`src/rtl/div3_sequencer.sv`:
```
// Sequences a nibble-serial divide-by-3 stage: accept, NIBBLES shift steps, capture, hold result.
// Accept-to-out_valid latency NIBBLES+1 cycles; result holds while out_ready is low, and no new dividend is accepted until it drains.
module div3_sequencer #(
    parameter int SIZE    = 20,
    parameter int NIBBLES = SIZE / 4
) (
    input  logic            sys_clock,
    input  logic            reset_n,
    input  logic            in_valid,
    input  logic [SIZE-1:0] in_dividend,
    output logic            in_ready,
    output logic            shift_en,
    output logic [2:0]      sel,
    output logic [SIZE-1:0] divident,
    input  logic [SIZE-1:0] quotient,
    input  logic [1:0]      reminder,
    output logic            out_valid,
    output logic [SIZE-1:0] out_quotient,
    output logic [1:0]      out_remainder,
    input  logic            out_ready,
    output logic            busy
);

    typedef enum logic [1:0] {
        IDLE    = 2'd0,
        SHIFT   = 2'd1,
        CAPTURE = 2'd2,
        DONE    = 2'd3
    } state_t;

    localparam logic [2:0] LAST_STEP = 3'(NIBBLES);

    state_t     state;
    logic [2:0] step_cnt;

    // The step counter is the nibble select; it reads 0 outside SHIFT.
    assign sel = step_cnt;

    always_ff @(posedge sys_clock or negedge reset_n) begin
        if (!reset_n) begin
            state         <= IDLE;
            in_ready      <= 1'b1;
            shift_en      <= 1'b0;
            step_cnt      <= 3'd0;
            divident      <= '0;
            out_valid     <= 1'b0;
            out_quotient  <= '0;
            out_remainder <= 2'd0;
            busy          <= 1'b0;
        end else begin
            case (state)
                IDLE: begin
                    if (in_valid && in_ready) begin
                        divident <= in_dividend;
                        step_cnt <= 3'd1;
                        shift_en <= 1'b1;
                        in_ready <= 1'b0;
                        busy     <= 1'b1;
                        state    <= SHIFT;
                    end
                end
                SHIFT: begin
                    if (step_cnt == LAST_STEP) begin
                        step_cnt <= 3'd0;
                        shift_en <= 1'b0;
                        state    <= CAPTURE;
                    end else begin
                        step_cnt <= step_cnt + 3'd1;
                    end
                end
                CAPTURE: begin
                    // Stage still holds the final result during this cycle.
                    out_quotient  <= quotient;
                    out_remainder <= reminder;
                    out_valid     <= 1'b1;
                    state         <= DONE;
                end
                DONE: begin
                    if (out_valid && out_ready) begin
                        out_valid <= 1'b0;
                        in_ready  <= 1'b1;
                        busy      <= 1'b0;
                        state     <= IDLE;
                    end
                end
                default: state <= IDLE;
            endcase
        end
    end

endmodule
```
`config.mk`:
```
export PLATFORM = sky130hd
export DESIGN_NAME = div3_sequencer
export DESIGN_NICKNAME = d
export VERILOG_FILES = /design/src/rtl/div3_sequencer.sv
export SDC_FILE = /design/constraint.sdc
export NUM_CORES = 1
export LEC_CHECK = 0
export ABC_AREA = 1
export CORE_MARGIN = 4
export CORE_UTILIZATION = 41
export CTS_CLUSTER_DIAMETER = 40
export CTS_CLUSTER_SIZE = 16
export DETAILED_ROUTE_END_ITERATION = 16
export GPL_TIMING_DRIVEN = 0
export MAX_ROUTING_LAYER = met4
export PLACE_DENSITY = 0.79
export REMOVE_ABC_BUFFERS = 1
export SLEW_MARGIN = 10
export SYNTH_ARGS = -nofsm -noshare
export SYNTH_HDL_FRONTEND = slang
export SYNTH_SLANG_ARGS = --single-unit
```
`constraint.sdc`:
```
create_clock -name sys_clock -period 1.6 [get_ports sys_clock]
set_input_delay 0.16 -clock sys_clock [delete_from_list [all_inputs] [get_ports sys_clock]]
set_output_delay 0.16 -clock sys_clock [all_outputs]
set_load 0.05 [all_outputs]
```
Word-level counts from Yosys, hierarchy flattened --
Cells that the tools add are included.
Storage, ports and cells: bits of input ports 46, bits in registers 51, output and inout bits 49
Operators by class: equal/unequal tests 7, reductions and logical operators 12, add/subtract/negate cells 1, mux-type cells 16
Operators by type and width (count):
- AND reduction 3 bit | 3
- one-hot mux 1 bit (2 select lines) | 4
- one-hot mux 2 bit (4 select lines) | 1
- two-way mux 2 bit | 3
- two-way mux 3 bit | 2
- inequality test 2 bit (second input constant) | 3
- one-hot mux 3 bit (2 select lines) | 1
- AND reduction 2 bit | 3
- nonzero test 2 bit | 3
- two-way mux 1 bit | 5
- equality test 2 bit (second input constant) | 2
- adder 3 x 1 -> 3 bit (second input constant) | 1
- equality test 3 bit (second input constant) | 1
- equality test 2 x 1 -> 1 bit (second input constant) | 1
- logical AND 1 bit | 2
- zero test 2 bit | 1

Depth between registers and ports, before layout --
Gate-level depths: netlist (run 1).
depth in word-level cells 3, mapped depth 9, gate-level depth less buffers 9

Worst setup path after synthesis (run 1) --
OpenSTA, ideal clock, no wires.
path kind register to register, start reg in_ready, end reg divident[0], buffers on the path 1, required time 1.482 ns, cell stages (with the launch flop) 5, arrival 1.159 ns, clock period less this slack 1.276 ns, slack 0.324 ns, cell sequence dfstp_2 -> nand3_2 -> buf_2 -> nand2_1 -> nand2_1
On the way: word-level cells in the longest chain between the ends 2
Ends and longest elaborated chain:
- start: declaration | RTL line 11 | output logic in_ready,
- start signal: assignment | RTL line 42 | in_ready <= 1'b1;
- start signal: assignment | RTL line 57 | in_ready <= 1'b0;
- start signal: assignment | RTL line 81 | in_ready <= 1'b1;
- logical AND 1 bit | RTL line 53 | if (in_valid && in_ready) begin
- AND reduction 2 bit (no line)
- end signal: assignment | RTL line 54 | divident <= in_dividend;
- end: declaration | RTL line 14 | output logic [SIZE-1:0] divident,
No other way between the ends. A chain may end at the register's enable or synchronous reset.

Worst setup path in the final report (run 1) --
start reg state[0], end reg state[0]
On the way: word-level cells in the longest chain between the ends 3, elaborated cells between the ends (all ways) 9, those cells by class eq/ne (6); mux (1); reduce/logical (2)
Ends and longest elaborated chain:
- start: declaration | RTL line 33 | state_t state;
- start signal: assignment | RTL line 41 | state <= IDLE;
- start signal: assignment | RTL line 59 | state <= SHIFT;
- start signal: assignment | RTL line 66 | state <= CAPTURE;
- equality test 2 x 1 -> 1 bit (tied with other cells) | RTL line 51 | case (state)
- inequality test 2 bit (no line)
- AND reduction 3 bit (no line)
Parallel ways exist; a longest one is shown, timed or not.

==> impl_metrics.env, run 1 <==
export IMPL_status="finished, final reports clean"
export IMPL_globalplace_congestion=0.733
export IMPL_p_clk_share_pct=33.5
export IMPL_clockBufferDepth=2
export IMPL_antenna_found_initial=0
export IMPL_period_needed_ns=1.48
export IMPL_rsz0062_at_grt="false"
export IMPL_slowest_delay_ns=0.42
export IMPL_postLayoutCellArea_sq_um=3220
export IMPL_finalHoldViolCount=0
export IMPL_drt_initial_drc_count=80
export IMPL_power_mw=2.15
export IMPL_p_leak_nw=1.60
export IMPL_crit_chain="inv_1, ha_4, clkinvlp_4, nand2_1, nand2_1, nand2_1"
export IMPL_globalRouteOverflowTotal=0
export IMPL_dp_hpwl_um=3700
export IMPL_pin_count=95
export IMPL_grt_max_degree=35
export IMPL_cp_start_kind="flip-flop"
export IMPL_ant_nets=0
export IMPL_tns_ns=0
export IMPL_worstMarginPinSlew_ns=0.529
export IMPL_p_comb_share_pct=6.6
export IMPL_fmax_mhz=675
export IMPL_p_sw_share_pct=21.3
export IMPL_numCtsBuffers=5
export IMPL_core_area_sq_um=4850
export IMPL_cts_sink_count=51
export IMPL_power_frac_seq_pct=59.8
export IMPL_internal_power_mw=1.69
export IMPL_preCtsSetupSlack_ns=-0.645
export IMPL_maxSlewViolCount=0
export IMPL_crit_type="reg2reg"
export IMPL_firstDrtPassIters=4
export IMPL_fin_skew_ns=0.00563
export IMPL_crit_path_top_delay_cell="dfrtp_1"
export IMPL_required_ns=1.84
export IMPL_grt_pass1_vias=1873
export IMPL_synth_cell_types=19
export IMPL_critPathArrivalTime_ns=1.72
export IMPL_end_kind="flip-flop"
export IMPL_drt_drc_violations_left=0
export IMPL_track_usage_pct=17.8
export IMPL_die_x_um=79.5
export IMPL_dieHeight_um=79.5
export IMPL_grt_pass1_wl_um=8600
export IMPL_drive_gt1_share_pct=8.33
export IMPL_wire_per_inst_um=12.7
export IMPL_synth_cells=243
export IMPL_vias_per_cell=4.47
export IMPL_fp_dieArea_sq_um=6310
export IMPL_cpMostUsedCell="nand2_1"
export IMPL_period_share_pct=92.5
export IMPL_slew_headroom_pct=64.9
export IMPL_powerDensity_nw_per_um2=668
export IMPL_rows=25
export IMPL_initial_utilization_pct=43.2
export IMPL_yosys_warnings=0
export IMPL_cp_max_fo=26
export IMPL_hold_class="in2async"
export IMPL_clk_pin_slew_worst_paths_ns=0.09
export IMPL_syn_avg_cell_area_sq_um=8.61
export IMPL_cts_root_buf="clkbuf_8"
export IMPL_area_delta_synth_final_pct=53.8
export IMPL_synth_seq_cells=51
export IMPL_wirelength_um=5290
export IMPL_placed_cell_area_sq_um=3090
export IMPL_fin_nets=397
export IMPL_cts_tree="yes"
export IMPL_diodes=0
export IMPL_insertion_delay_ns=0.30
export IMPL_vias=1856
export IMPL_synthesis_area_sq_um=2090
export IMPL_switchingPower_mw=0.457
export IMPL_port_buffer_count=94
export IMPL_worst_slack_ns=0.119
export IMPL_cts_htree_levels=2
export IMPL_setup_viol=0
export IMPL_holdWs_ns=0.332
export IMPL_ir_worst_vdd_mv=0.547
export IMPL_drv_cap=0
export IMPL_ys_seq_area_share_pct=61.0
[flip-flops by register name, indices dropped and copies added, names as in the netlist]
signal	cells
out_quotient	20
busy	1
shift_en	1
sel	3
out_valid	1
divident	20
in_ready	1
out_remainder	2
state	2
[cell usage in the layout, fill, tap and decap left out, types with 2 or more instances in the layout]
cell             instances
nand2_1                150
clkdlybuf4s50_1         44
clkbuf_8                 5
buf_4                    6
nand3_1                  3
clkinvlp_4               4
o21ai_0                  2
nor2_1                   3
ha_1                     2
dfrtp_1                 50
nand2_2                  2
o21ai_1                  4
dlygate4sd2_1           48
inv_1                    8
[cells in the mapped netlist, drive strengths merged]
cell type / number / area [sq um]
dfrtp: 50 / 1250
nand3: 4 / 25.0
o21ai: 6 / 30.0
inv: 10 / 37.5
nand2: 153 / 587
o21a: 1 / 7.51
buf: 8 / 45.0
ha: 4 / 50.1
a21oi: 1 / 5.00
nor2: 4 / 22.5
dfstp: 1 / 26.3
or2: 1 / 6.26
[through the flow]
stage | instances | utilization, %
after floorplan | 235 | -
after global placement | 396 | 63.4
after detailed placement | 397 | 63.7
after CTS | 407 | 65.1
after global routing | 415 | 66.4
final | 415 | 66.4
[power by group through the flow]
| stage | clock (mW) | sequential [mW] | combinational, mW |
|---|---|---|---|
| 6_report | 0.722 | 1.29 | 0.142 |
| 5_1_grt | 0.807 | 1.29 | 0.155 |
| 2_1_floorplan | 0 | 1.31 | 0.000508 |
| 3_5_place_dp | 0 | 1.31 | 0.141 |
| 4_1_cts | 0.743 | 1.29 | 0.144 |
| 3_3_place_gp | 0 | 1.31 | 0.135 |
[metal layers]
layer / routed length, um / global-route usage (%)
met2: 2670 / 30.1
met4: 61 / 4.64
met3: 291 / 4.63
met5: 0 / -
met1: 2260 / 21.3
[final cells by class]
type,count,area [sq um]
sequential,51,1280
clock buffer,6,72.6
inverter,10,46.3
timing repair buffer,102,946
tap,67,83.8
timing repair inverter,2,15.0
clock inverter,2,12.5
multi-input combinational,175,766
fill,411,1630
[kinds of logic after synthesis]
kind of cell	count (synthesis)	share of synthesized area [%]
AOI/OAI and AO/OA	8	2.03
and+or+nand+nor	162	30.6
DFF	51	61.0
buffers and inverters	18	3.94
adders and majority gates	4	2.39
[final timing paths]
path / from / to / slack (ns) / cells past startpoint
worst min-delay path: reset_n / out_quotient[8]$_DFFE_PN0P_ / 0.33 / 2
worst max register to register: state[0]$_DFFE_PN0P_ / state[0]$_DFFE_PN0P_ / 0.12 / 6
worst min register to register: out_quotient[0]$_DFFE_PN0P_ / out_quotient[0]$_DFFE_PN0P_ / 0.47 / 2
worst max-delay path: state[0]$_DFFE_PN0P_ / state[0]$_DFFE_PN0P_ / 0.12 / 6
min in group sys_clock: in_dividend[4] / divident[4]$_DFFE_PN0P_ / 0.38 / 3
max in group asynchronous: reset_n / divident[2]$_DFFE_PN0P_ / 0.76 / 3
[repair_timing]
item | in CTS | in global routing
hold buffers | 1 | 0
endpoints found under the hold margin | 16 | 0
buffers inserted | 0 | 6
gates resized for setup | 55 | 5
pin swaps | 0 | 1
endpoints found under the setup margin | 96 | 47
cloned | 1 | 2
[worst max-delay path, delay by kind of cell, from the launching register on]
family / cells / cell delay [ns]
fa+ha+maj: 1 / 0.37
buf+inv: 2 / 0.39
flops: 1 / 0.42
simple gates: 3 / 0.24
Note: power is estimated with default switching activity, not from simulation.
==> run 2: changes to the inputs <==
==> constraint.sdc (replaced) <==
create_clock -name sys_clock -period 1.5 [get_ports sys_clock]
set_input_delay 0.15 -clock sys_clock [delete_from_list [all_inputs] [get_ports sys_clock]]
set_output_delay 0.15 -clock sys_clock [all_outputs]
set_load 0.05 [all_outputs]
==> run 2 against run 1 <==
Die area did not move. Core utilization grew 0.15 points. Via count up 0.32%. Design area is 0.23% higher. First-iteration DRC count decreased by 44%. Critical path type unchanged. Critical endpoint is now shift_en$_DFFE_PN0P_. Largest power group unchanged. Highest routed layer unchanged.
==> impl_metrics.env, run 2 (synthesis results as in run 1) <==
export IMPL_cpMostUsedCell="nand2_1"
export IMPL_tns_ns=0
export IMPL_wire_per_inst_um=13.1
export IMPL_crit_type="reg2reg"
export IMPL_period_share_pct=96.5
export IMPL_drive_gt1_share_pct=8.33
export IMPL_area_delta_synth_final_pct=54.2
export IMPL_switchingPower_mw=0.484
export IMPL_dp_hpwl_um=3700
export IMPL_drt_drc_violations_left=0
export IMPL_required_ns=1.69
export IMPL_firstDrtPassIters=4
export IMPL_fin_skew_ns=0.00469
export IMPL_final_common_cell="nand2_1"
export IMPL_end_kind="flip-flop"
export IMPL_port_buffer_count=94
export IMPL_path_buf_inv=1
export IMPL_seq_area_sq_um=1280
export IMPL_drt_initial_drc_count=45
export IMPL_final_cell_mix="nand2_1, dfrtp_1, dlygate4sd2_1"
export IMPL_cp_depth=7
export IMPL_multiInputGateArea_sq_um=773
export IMPL_powerDensity_nw_per_um2=710
export IMPL_p_clk_share_pct=33.4
export IMPL_cts_tree="yes"
export IMPL_cp_max_fo=6
export IMPL_grt_pass1_vias=1924
export IMPL_globalplace_congestion=0.733
export IMPL_p_sw_share_pct=21.1
export IMPL_slowest_delay_ns=0.42
export IMPL_reg2reg_depth=7
export IMPL_clk_pin_slew_worst_paths_ns=0.09
export IMPL_internal_power_mw=1.81
export IMPL_cts_sink_count=51
export IMPL_cts_htree_levels=2
export IMPL_wirelength_um=5420
export IMPL_numCtsBuffers=5
export IMPL_antenna_found_initial=0
export IMPL_fp_dieArea_sq_um=6310
export IMPL_rows=25
export IMPL_pin_count=95
export IMPL_grt_pass1_wl_um=8940
export IMPL_ir_worst_vdd_mv=0.590
export IMPL_initial_utilization_pct=43.2
export IMPL_insertion_delay_ns=0.30
export IMPL_core_area_sq_um=4850
export IMPL_power_frac_seq_pct=60.0
export IMPL_cp_top_family="simple AND/OR/NAND/NOR gates"
export IMPL_drv_cap=0
export IMPL_power_mw=2.29
export IMPL_fmax_mhz=691
export IMPL_maxSlewViolCount=0
export IMPL_crit_chain="inv_1, ha_2, nand3_4, nand2_2, nand3_1, nand2_1, nand2_1"
export IMPL_dieHeight_um=79.5
export IMPL_globalRouteOverflowTotal=0
export IMPL_utilization_pct=66.6
export IMPL_ant_nets=0
export IMPL_fin_nets=397
export IMPL_finalHoldViolCount=0
export IMPL_fill_cells=426
export IMPL_p_comb_share_pct=6.7
export IMPL_slew_headroom_pct=64.6
export IMPL_die_x_um=79.5
export IMPL_vias_per_cell=4.49
export IMPL_crit_path_top_delay_cell="dfrtp_1"
export IMPL_postLayoutCellArea_sq_um=3230
export IMPL_grt_max_degree=35
export IMPL_status="finished, final reports clean"
export IMPL_placed_cell_area_sq_um=3090
export IMPL_clockBufferDepth=2
export IMPL_track_usage_pct=18.6
export IMPL_critPathArrivalTime_ns=1.64
export IMPL_setup_viol=0
export IMPL_holdWs_ns=0.325
export IMPL_vias=1862
export IMPL_cp_start_kind="flip-flop"
export IMPL_hold_class="in2async"
export IMPL_period_needed_ns=1.45
export IMPL_worstMarginPinSlew_ns=0.533
export IMPL_cts_root_buf="clkbuf_8"
export IMPL_rsz0062_at_grt="true"
export IMPL_p_leak_nw=1.61
export IMPL_diodes=0
[run 2: path summary, 6_finish.rpt]
kind	startpoint	to	slack (ns)
worst max-delay path	state[0]$_DFFE_PN0P_	shift_en$_DFFE_PN0P_	0.05
worst min-delay path	reset_n	out_quotient[16]$_DFFE_PN0P_	0.33
worst max register to register	state[0]$_DFFE_PN0P_	shift_en$_DFFE_PN0P_	0.05
worst min register to register	out_quotient[0]$_DFFE_PN0P_	out_quotient[0]$_DFFE_PN0P_	0.47
max in group asynchronous	reset_n	out_quotient[2]$_DFFE_PN0P_	0.66
min in group sys_clock	in_dividend[4]	divident[4]$_DFFE_PN0P_	0.37
[run 2: stage by stage]
step,instances,setup slack (ns)
after floorplan,235,-0.153
after global placement,396,-1.23
after detailed placement,397,-0.745
after CTS,414,0.0228
after global routing,415,-0.0326
final,415,0.0526
[run 2: power groups by stage]
stage	sequential [mW]	combinational (mW)	clock, mW
after detailed placement	1.40	0.151	0
after global placement	1.40	0.144	0
after floorplan	1.40	0.000541	0
after global routing	1.37	0.166	0.861
final	1.37	0.152	0.765
after CTS	1.37	0.155	0.793
[run 2: area by class of cell]
class                   instances  area share, %
flip-flops and latches         51           39.6
repair buffers                103           29.5
multi-input cells             175           24.0
well taps                      67           2.60
clock buffers                   6           2.25
inverters                      10           1.43
clock inverters                 2          0.388
repair inverters                1          0.233
[run 2: per-layer routing]
metal / vias up / GRT usage [%] / part of all wire [%]
li1: 940 / - / -
met1: 862 / 22.6 / 43
met2: 54 / 30.8 / 50
met3: 6 / 4.63 / 5.3
met4: 0 / 5.50 / 1.6
met5: - / - / 0
[run 2: timing repair]
item / in CTS / in global routing
setup buffers: 6 / 1
setup endpoints to repair: 97 / 26
hold endpoints to repair: 16 / 0
pin swaps: 1 / 0
hold buffers: 1 / 0
resized for setup: 59 / 3
gates cloned: 2 / 0
==> run 3: changes to the inputs <==
--- a/config.mk
+++ b/config.mk
@@ -6,7 +6,6 @@
 export NUM_CORES = 1
 export LEC_CHECK = 0
 export ABC_AREA = 1
-export CORE_MARGIN = 4
 export CORE_UTILIZATION = 41
 export CTS_CLUSTER_DIAMETER = 40
 export CTS_CLUSTER_SIZE = 16
==> run 3 against run 2 <==
Worst hold slack lost 0.0068 ns. Largest power group unchanged. Design area decreased by 0.31%. Highest routed layer unchanged. Die area decreased by 15%. Critical path type is now reg2out. Fmax rose by 1.7%. Global-route usage is 2.7 points higher. Flip-flop and latch count stayed put. Core utilization grew 0.22 points. Via count rose by 1.2%. Clock-buffer cell count is 2 higher. Sequential share of layout area up 0.12 points.
==> impl_metrics.env, run 3 (synthesis results as in run 1) <==
export IMPL_required_ns=1.35
export IMPL_area_delta_synth_final_pct=53.7
export IMPL_fin_cells=414
export IMPL_p_leak_nw=1.60
export IMPL_drt_initial_drc_count=90
export IMPL_core_area_sq_um=4820
export IMPL_antenna_found_initial=0
export IMPL_rows=25
export IMPL_die_x_um=73.5
export IMPL_fin_skew_ns=0.00851
export IMPL_fin_nets=396
export IMPL_grt_pass1_vias=1981
export IMPL_internal_power_mw=1.81
export IMPL_numCtsBuffers=5
export IMPL_cp_max_fo=6
export IMPL_vias_per_cell=4.55
export IMPL_diodes=0
export IMPL_grt_max_degree=34
export IMPL_fp_dieArea_sq_um=5390
export IMPL_maxSlewViolCount=0
export IMPL_insertion_delay_ns=0.30
export IMPL_reg2reg_depth=6
export IMPL_setup_viol=0
export IMPL_hold_class="in2async"
export IMPL_globalRouteOverflowTotal=0
export IMPL_pin_count=95
export IMPL_dp_hpwl_um=3410
export IMPL_fmax_mhz=703
export IMPL_final_common_cell="nand2_1"
export IMPL_cp_top_family="buffers and inverters"
export IMPL_dieHeight_um=73.5
export IMPL_wire_per_inst_um=12.2
export IMPL_placed_cell_area_sq_um=3090
export IMPL_cts_sink_count=51
export IMPL_crit_chain="dlygate4sd2_1"
export IMPL_clockBufferDepth=2
export IMPL_postLayoutCellArea_sq_um=3220
export IMPL_powerDensity_nw_per_um2=708
export IMPL_initial_utilization_pct=43.5
export IMPL_drt_drc_violations_left=0
export IMPL_vias=1885
export IMPL_status="finished, final reports clean"
export IMPL_p_clk_share_pct=33.0
export IMPL_ir_worst_vdd_mv=0.607
export IMPL_slowest_delay_ns=0.55
export IMPL_globalplace_congestion=0.752
export IMPL_period_share_pct=94.9
export IMPL_dp_cells=397
export IMPL_switchingPower_mw=0.465
export IMPL_ant_nets=0
export IMPL_slew_headroom_pct=64.5
export IMPL_period_needed_ns=1.42
export IMPL_preCtsSetupSlack_ns=-0.661
export IMPL_cts_root_buf="clkbuf_8"
export IMPL_grt_pass1_wl_um=8520
export IMPL_worst_slack_ns=0.0770
export IMPL_track_usage_pct=21.3
export IMPL_worstMarginPinSlew_ns=0.534
export IMPL_wirelength_um=5030
export IMPL_finalHoldViolCount=0
export IMPL_p_sw_share_pct=20.4
export IMPL_worstReg2RegEnd="out_quotient[0]$_DFFE_PN0P_"
export IMPL_port_buffer_count=94
export IMPL_critPathArrivalTime_ns=1.27
export IMPL_firstDrtPassIters=4
export IMPL_clk_pin_slew_worst_paths_ns=0.09
export IMPL_cp_start_kind="flip-flop"
export IMPL_final_cell_mix="nand2_1, dfrtp_1, dlygate4sd2_1"
export IMPL_p_comb_share_pct=6.7
export IMPL_rsz0062_at_grt="false"
export IMPL_drv_cap=0
export IMPL_crit_path_top_delay_cell="dlygate4sd2_1"
export IMPL_rr_startpoint="state[0]$_DFFE_PN0P_"
export IMPL_drive_gt1_share_pct=7.78
export IMPL_power_frac_seq_pct=60.3
export IMPL_r2r_slack_ns=0.15
export IMPL_end_kind="output port"
export IMPL_cts_htree_levels=2
export IMPL_path_buf_inv=1
export IMPL_cts_tree="yes"
export IMPL_crit_type="reg2out"
[run 3: cell types whose count changed in the layout (fill, tap and decap cells not counted)]
cell,change
buf_4,-2
clkbuf_1,+2
clkinv_2,-1
ha_2,-1
ha_4,+1
inv_1,-1
inv_2,+1
nand3_2,+1
nand3_4,-1
[run 3: area by class of cell]
cell class	instances	area (sq um)
Fill cell	439	1600
Sequential cell	51	1280
Timing Repair Buffer	101	938
Multi-Input combinational cell	175	776
Tap cell	67	83.8
Clock buffer	8	80.1
Inverter	10	46.3
Timing Repair inverter	2	15.0
[run 3: power groups by stage]
stage / Clock, mW / Combinational [mW] / Sequential (mW)
2_1_floorplan: 0 / 0.000541 / 1.40
3_3_place_gp: 0 / 0.144 / 1.40
3_5_place_dp: 0 / 0.151 / 1.40
4_1_cts: 0.775 / 0.155 / 1.37
5_1_grt: 0.829 / 0.167 / 1.37
6_report: 0.752 / 0.152 / 1.37
[run 3: worst max-delay path by stage]
stage | start | endpoint | cells after the start
floorplan | state[0]$_DFFE_PN0P_ | state[0]$_DFFE_PN0P_ | 6
global placement | reset_n | out_quotient[0]$_DFFE_PN0P_ | 1
detailed placement | state[0]$_DFFE_PN0P_ | state[0]$_DFFE_PN0P_ | 6
CTS | state[0]$_DFFE_PN0P_ | out_quotient[2]$_DFFE_PN0P_ | 5
global route | state[1]$_DFFE_PN0P_ | state[1]$_DFFE_PN0P_ | 6
finish | sel[0]$_DFFE_PN0P_ | sel[0] | 1
[run 3: what timing repair did]
| item | CTS | global route |
|---|---|---|
| setup buffers | 4 | 1 |
| endpoints found under the setup margin | 97 | 31 |
| pin swaps | 1 | 1 |
| gates cloned | 2 | 1 |
| hold buffers | 1 | 0 |
| endpoints found under the hold margin | 17 | 0 |
| gates resized for setup | 59 | 5 |
[run 3: metal layers]
metal	track usage, %	vias to the layer above	wire, um
li1	-	938	-
met1	24.3	881	2170
met2	36.2	52	2480
met3	5.08	14	230
met4	8.12	0	147
met5	-	-	0
[run 3: metrics by stage]
stage          utilization (%)  hold WS [ns]  setup TNS [ns]  power (mW)
2_1_floorplan                -        -0.146           -3.86        1.40
3_3_place_gp              63.8         0.453          -82.28        1.55
3_5_place_dp              64.1         0.125          -21.37        1.55
4_1_cts                   66.4         0.333               0        2.30
5_1_grt                   66.8         0.371               0        2.37
6_report                  66.8         0.319               0        2.28
